[config.mk]
export PLATFORM = sky130hd
export DESIGN_NAME = mod_n_counter
export DESIGN_NICKNAME = d
export VERILOG_FILES = /design/src/rtl/mod_n_counter.sv
export SDC_FILE = /design/constraint.sdc
export NUM_CORES = 1
export LEC_CHECK = 0
export ABC_AREA = 1
export CORE_AREA = 2 2 39 41
export CTS_CLUSTER_DIAMETER = 60
export CTS_CLUSTER_SIZE = 20
export DETAILED_ROUTE_END_ITERATION = 7
export DIE_AREA = 0 0 41 43
export PLACE_DENSITY_LB_ADDON = 0.12
export SLEW_MARGIN = 20
export SYNTH_ARGS = -nofsm -noshare
export SYNTH_HDL_FRONTEND = slang
export SYNTH_SLANG_ARGS = --single-unit
[constraint.sdc]
create_clock -name clk -period 2.3 [get_ports clk]
set_input_delay 0.23 -clock clk [delete_from_list [all_inputs] [get_ports clk]]
set_output_delay 0.23 -clock clk [all_outputs]
set_load 0.02 [all_outputs]
[src/rtl/mod_n_counter.sv]
// rtl/mod_n_counter.sv - synchronous modulo-N up/down counter with run control
// Load overrides counting on its edge; stop beats start; busy/done/tc are flops fed from next-state logic.
module mod_n_counter #(
  parameter int WIDTH = 4,
  parameter int MOD   = 10
) (
  input  logic             clk,
  input  logic             reset,
  input  logic             en,
  input  logic             up_dn,
  input  logic             start,
  input  logic             stop,
  input  logic             one_shot,
  input  logic             load,
  input  logic [WIDTH-1:0] load_val,
  output logic [WIDTH-1:0] q,
  output logic             tc,
  output logic             busy,
  output logic             done
);

  typedef enum logic [1:0] {
    ST_IDLE = 2'd0,
    ST_RUN  = 2'd1,
    ST_DONE = 2'd2
  } state_t;

  localparam logic [WIDTH-1:0] MAX_CNT = WIDTH'(MOD - 1);
  // One extra bit so the clamp compare still works when MOD == 2**WIDTH.
  localparam logic [WIDTH:0]   MOD_EXT = (WIDTH + 1)'(MOD);

  state_t           state_q, state_d;
  logic [WIDTH-1:0] cnt_q, cnt_d;
  logic             tc_q, tc_d;
  logic             busy_q, busy_d;
  logic             done_q, done_d;

  logic             count_en;
  logic             wrap;
  logic [WIDTH-1:0] load_clamped;

  always_comb begin
    state_d      = state_q;
    cnt_d        = cnt_q;
    tc_d         = 1'b0;
    load_clamped = ({1'b0, load_val} >= MOD_EXT) ? MAX_CNT : load_val;
    count_en     = (state_q == ST_RUN) && en && !stop && !load;
    wrap         = count_en && (up_dn ? (cnt_q == MAX_CNT) : (cnt_q == '0));

    if (load) begin
      cnt_d = load_clamped;
    end else if (count_en) begin
      if (wrap) begin
        cnt_d = up_dn ? '0 : MAX_CNT;
      end else begin
        cnt_d = up_dn ? cnt_q + 1'b1 : cnt_q - 1'b1;
      end
    end
    tc_d = wrap;

    if (stop) begin
      state_d = ST_IDLE;
    end else begin
      case (state_q)
        ST_IDLE: if (start) state_d = ST_RUN;
        ST_RUN:  if (wrap && one_shot) state_d = ST_DONE;
        ST_DONE: if (start) state_d = ST_RUN;
        default: state_d = ST_IDLE;
      endcase
    end

    busy_d = (state_d == ST_RUN);
    done_d = (state_d == ST_DONE);
  end

  always_ff @(posedge clk) begin
    if (!reset) begin
      state_q <= ST_IDLE;
      cnt_q   <= '0;
      tc_q    <= 1'b0;
      busy_q  <= 1'b0;
      done_q  <= 1'b0;
    end else begin
      state_q <= state_d;
      cnt_q   <= cnt_d;
      tc_q    <= tc_d;
      busy_q  <= busy_d;
      done_q  <= done_d;
    end
  end

  assign q    = cnt_q;
  assign tc   = tc_q;
  assign busy = busy_q;
  assign done = done_q;

endmodule

# Yosys cells after proc, flatten, opt, wreduce, memory -nomap -nowiden
# Cells that the tools add are included.
dict set report op_classes {
  addsub 2
  n_lt_le_gt_ge 1
  n_eq_ne 5
  muxes 11
  reduce_logical 11
}
# operator count
set op_table {}
lappend op_table {{2-to-1 mux 4 bit} 6}
lappend op_table {{2-to-1 mux 2 bit} 3}
lappend op_table {{logical AND 1 bit} 5}
lappend op_table {{adder 4 x 1 -> 4 bit (second input constant)} 1}
lappend op_table {{equality test 2 x 1 -> 1 bit (second input constant)} 2}
lappend op_table {{equality test 2 bit (second input constant)} 2}
lappend op_table {{equality test 4 bit (second input constant)} 1}
lappend op_table {{greater-or-equal comparator 4 bit (second input constant)} 1}
lappend op_table {{zero test 4 bit} 1}
lappend op_table {{one-hot mux 2 bit (2 select lines)} 1}
lappend op_table {{subtractor 4 x 1 -> 4 bit (second input constant)} 1}
lappend op_table {{zero test 1 bit} 2}
lappend op_table {{zero test 2 bit} 1}
lappend op_table {{nonzero test 2 bit} 1}
lappend op_table {{OR reduction 2 bit} 1}
lappend op_table {{2-to-1 mux 1 bit} 1}
dict set report totals {
  register_bits 9
  inputBits 12
  out_inout_bits 7
  elab_cells 35
}

# Logic depth before layout (Yosys ltp)
dict set report logic_depth {
  word_depth 10
  ltp_mapped 11
  mapped_depth_nobuf 11
}

# Worst setup path after synthesis
# OpenSTA, ideal clock, no wires.
dict set report synth_path {
  path_kind {register to register}
  start {register cnt_q[2], in the netlist q[2]}
  end {register cnt_q[3], in the netlist q[3]}
  setup_time_ns 0.070
  t_arrival_ns 1.327
  required_time_ns 2.230
  path_slack_ns 0.903
  path_stages_with_launch 10
  path_buffers 0
  period_less_slack_ns 1.397
  path_cell_list {dfxtp_1 ha_1 or2_1 nand2_1 nand2_1 nand2_1 nand2_1 nand2_1 nand2_1 a21oi_1}
}
dict set report synth_via {
  elab_chain_cells 6
  elab_cells_between_ends 10
  classes_between {add/sub: 2; eq/ne: 1; mux: 5; reduce/logical: 2}
}
# element line_no
set synth_lines {}
lappend synth_lines {{start: declaration} 33} ;# logic [WIDTH-1:0] cnt_q, cnt_d;
lappend synth_lines {{start signal: assignment} 85} ;# cnt_q <= cnt_d;
lappend synth_lines {{branches (longest 3 deep; another with subtractor 4 x 1 -> 4 bit)} -}
lappend synth_lines {{2-to-1 mux 4 bit (*)} 53} ;# if (wrap) begin
lappend synth_lines {{2-to-1 mux 4 bit (*)} 52} ;# end else if (count_en) begin
lappend synth_lines {{2-to-1 mux 4 bit (*)} 50} ;# if (load) begin
# Mark *: on every way between the ends. The select of a mux whose other input is x is not followed.
# A chain may end at the register's enable or synchronous reset.

# Worst setup path in the final report
dict set report layout_path {
  start {input up_dn}
  end {register cnt_q[3], in the netlist q[3]}
}
dict set report layout_via {
  elab_chain_cells 5
  elab_cells_between_ends 7
  classes_between {mux: 6; reduce/logical: 1}
}
# element line_no
set layout_lines {}
lappend layout_lines {{start: declaration} 10} ;# input logic up_dn,
lappend layout_lines {{2-to-1 mux 1 bit} 48} ;# wrap = count_en && (up_dn ? (cnt_q == MAX_CNT) : (cnt_q == '0));
lappend layout_lines {{logical AND 1 bit} 48}
lappend layout_lines {{2-to-1 mux 4 bit (*)} 53}
lappend layout_lines {{2-to-1 mux 4 bit (*)} 52}
lappend layout_lines {{2-to-1 mux 4 bit (*)} 50}
# Mark *: on every way between the ends. The rest lies on a longest branch, timed or not. The select of a mux whose other input is x is not followed.

==> flow_metrics.env <==
export IMPL_worst_path_most_repeated_cell="nand2_1"
export IMPL_cp_required_ns=2.49
export IMPL_final_cell_mix="20 x nand2_1, 18 x clkdlybuf4s50_1, 10 x inv_1"
export IMPL_startpoint_type="input pin"
export IMPL_n_antenna_cell=0
export IMPL_path_cells="clkdlybuf4s50_1 > inv_1 > ha_1 > or2_1 > nand2_1 > nand2_1 > nand2_1 > nand2_1 > nand2_1 > nand2_1 > a21oi_1"
export IMPL_gr_total_overflow=0
export IMPL_timing_rr_end="q[3]"
export IMPL_area_delta_synth_final_pct=41.1
export IMPL_grt_pass1_wl_um=1960
export IMPL_reg2reg_slack_ns=0.95
export IMPL_r2r_start="q[2]"
export IMPL_rows=14
export IMPL_cp_slowest_cell="clkdlybuf4s50_1"
export IMPL_n_fill_cell=150
export IMPL_ff_latch_area_um2=180
export IMPL_maxCapViolations=0
export IMPL_dr_total_vias=551
export IMPL_final_common_cell="nand2_1"
export IMPL_power_density_nw_per_um2=519
export IMPL_syn_inst=80
export IMPL_clock_latency_ns=0.26
export IMPL_gp_congestion=0.796
export IMPL_worstSetupPathType="input pin to flop"
export IMPL_slowest_delay_ns=0.50
export IMPL_antenna_left=0
export IMPL_tightest_slew_ns=0.277
export IMPL_cts_path_max_buffers=2
export IMPL_synth_cell_types=20
export IMPL_drc_errors=0
export IMPL_avgSynthCellArea_um2=6.88
export IMPL_place_hpwl_um=888
export IMPL_slew_headroom_pct=81.5
export IMPL_grt_pass1_vias=498
export IMPL_wl_per_cell_um=9.26
export IMPL_yosysWarningCount=0
export IMPL_arrival_ns=1.85
export IMPL_multi_input_area_um2=325
export IMPL_layout_drive_gt1_share_pct=10.8
export IMPL_post_cts_buffers=0
export IMPL_grt_use_total_pct=16.2
export IMPL_core_area_um2=1380
export IMPL_hp_class="flop to flop"
export IMPL_fin_crit_ns=1.66
export IMPL_skew_ns=0.00124
export IMPL_die_h_um=43
export IMPL_endpoint_kind="flop"
export IMPL_fp_dieArea_um2=1760
export IMPL_fin_crit_sh_pct=72.1
export IMPL_post_place_ws_ns=0.375
export IMPL_layout_nets=118
export IMPL_top_level_ports=19
export IMPL_p_int_uw=284
export IMPL_synth_nets=95
export IMPL_numPortBuffers=18
export IMPL_htree_levels=1
export IMPL_firstDrtPassIters=6
export IMPL_power_leakage_nw=0.356
export IMPL_cp_endpoint="q[3]"
export IMPL_p_sw_uw=119
export IMPL_fmax_mhz=603
export IMPL_startpoint="up_dn"
export IMPL_wirelength_um=1090
export IMPL_grt_max_degree=8
export IMPL_swShare_pct=29.5
export IMPL_initial_core_util_pct=39.8
export IMPL_finalSetupViolations=0
export IMPL_worst_slack_ns=0.641
export IMPL_cts_tree="done"
export IMPL_cts_root_buf="clkbuf_4"
export IMPL_status="finished clean"
export IMPL_drt_iter0_markers=13
export IMPL_setup_tns_ns=0
export IMPL_min_from="state_q[1]"
export IMPL_pwr_share_clk_pct=30.6
export IMPL_reg2reg_depth=9
export IMPL_ir_worst_vdd_v=0.000313
export IMPL_die_w_um=41
export IMPL_pwr_share_comb_pct=26.6
export IMPL_post_cts_resized=0
export IMPL_cts_hold_buf=0
export IMPL_ys_ff_latch=9
export IMPL_clkTransAtPathRegs_ns=0.06
export IMPL_cts_buffers=3
export IMPL_rsz0062_at_grt="false"
export IMPL_final_hold_viol_count=0
export IMPL_cts_sinks=9
export IMPL_slew_viol_final=0
export IMPL_vias_per_cell=4.67
export IMPL_crit_fanout=6
export IMPL_power_frac_seq_pct=42.8
export IMPL_seq_area_frac_synth_pct=32.7
export IMPL_syn_area_um2=551
export IMPL_antenna_found_initial=0
-- worst min-delay path by stage --
stage	to	slack [ns]	cells after the start
floorplan	done	0.31	1
global placement	done	0.53	2
detailed placement	state_q[1]	0.54	2
CTS	done	0.55	2
global route	done	0.58	2
finish	done	0.55	2
-- logic make-up after synthesis --
| family | share of synthesized area, % |
|---|---|
| buf+inv | 8.18 |
| simple gates | 34.5 |
| flops | 32.7 |
| xor+xnor | 1.59 |
| fa+ha+maj | 8.18 |
| compound gates | 14.8 |
-- cells in the mapped netlist (all sizes together) --
library cell,count,area share [%]
o21ai,6,5.5
a211oi,2,2.7
nand3b,1,1.4
inv,12,8.2
nand3,6,6.4
nand2,21,15
ha,2,4.5
fa,1,3.6
xor2,1,1.6
or2,2,2.3
dfxtp,9,33
a31oi,2,2.3
nor2,11,9.8
a21oi,4,4.3
-- metal layers --
metal / up-vias / track usage [%] / routed length, um
li1: 301 / - / -
met2: 15 / 20.9 / 462
met3: 2 / 4.71 / 53
met1: 233 / 23.7 / 567
met5: - / 0 / 0
met4: 0 / 8.00 / 9
-- area by class of cell --
cell class	count	share of cell area [%]
Multi-Input combinational cell	59	41.9
Sequential cell	9	23.2
Timing Repair Buffer	18	23.2
Inverter	12	5.80
Clock buffer	4	3.38
Tap cell	16	2.58
-- per-stage QoR --
step           instances  hold WS [ns]  util, %  area [um2]  total power [mW]
2_1_floorplan         80         0.308        -         551             0.237
3_3_place_gp         114         0.530     54.2         751             0.283
3_5_place_dp         114         0.541     54.2         751             0.284
4_1_cts              118         0.550     56.1         777             0.406
5_1_grt              118         0.577     56.1         777             0.434
6_report             118         0.550     56.1         777             0.403
-- worst max-delay path: cells and delay by family --
kind | cells | cell delay [ns]
adder cells (fa/ha/maj) | 1 | 0.34
AO/OA/AOI/OAI | 1 | 0.11
buffers and inverters | 2 | 0.64
AND/OR/NAND/NOR | 7 | 0.53
-- power by group through the flow --
stage / Clock (mW) / Combinational, mW / Sequential, mW
global placement: 0 / 0.106 / 0.176
detailed placement: 0 / 0.107 / 0.176
floorplan: 0 / 0.0542 / 0.182
CTS: 0.125 / 0.108 / 0.173
global route: 0.136 / 0.123 / 0.174
finish: 0.123 / 0.107 / 0.172
-- sequential cells by signal, indices dropped and copies added, names as in the netlist --
signal / cells
busy: 1
done: 1
q: 4
state_q: 2
tc: 1
Power figures use the tool's default switching activity.
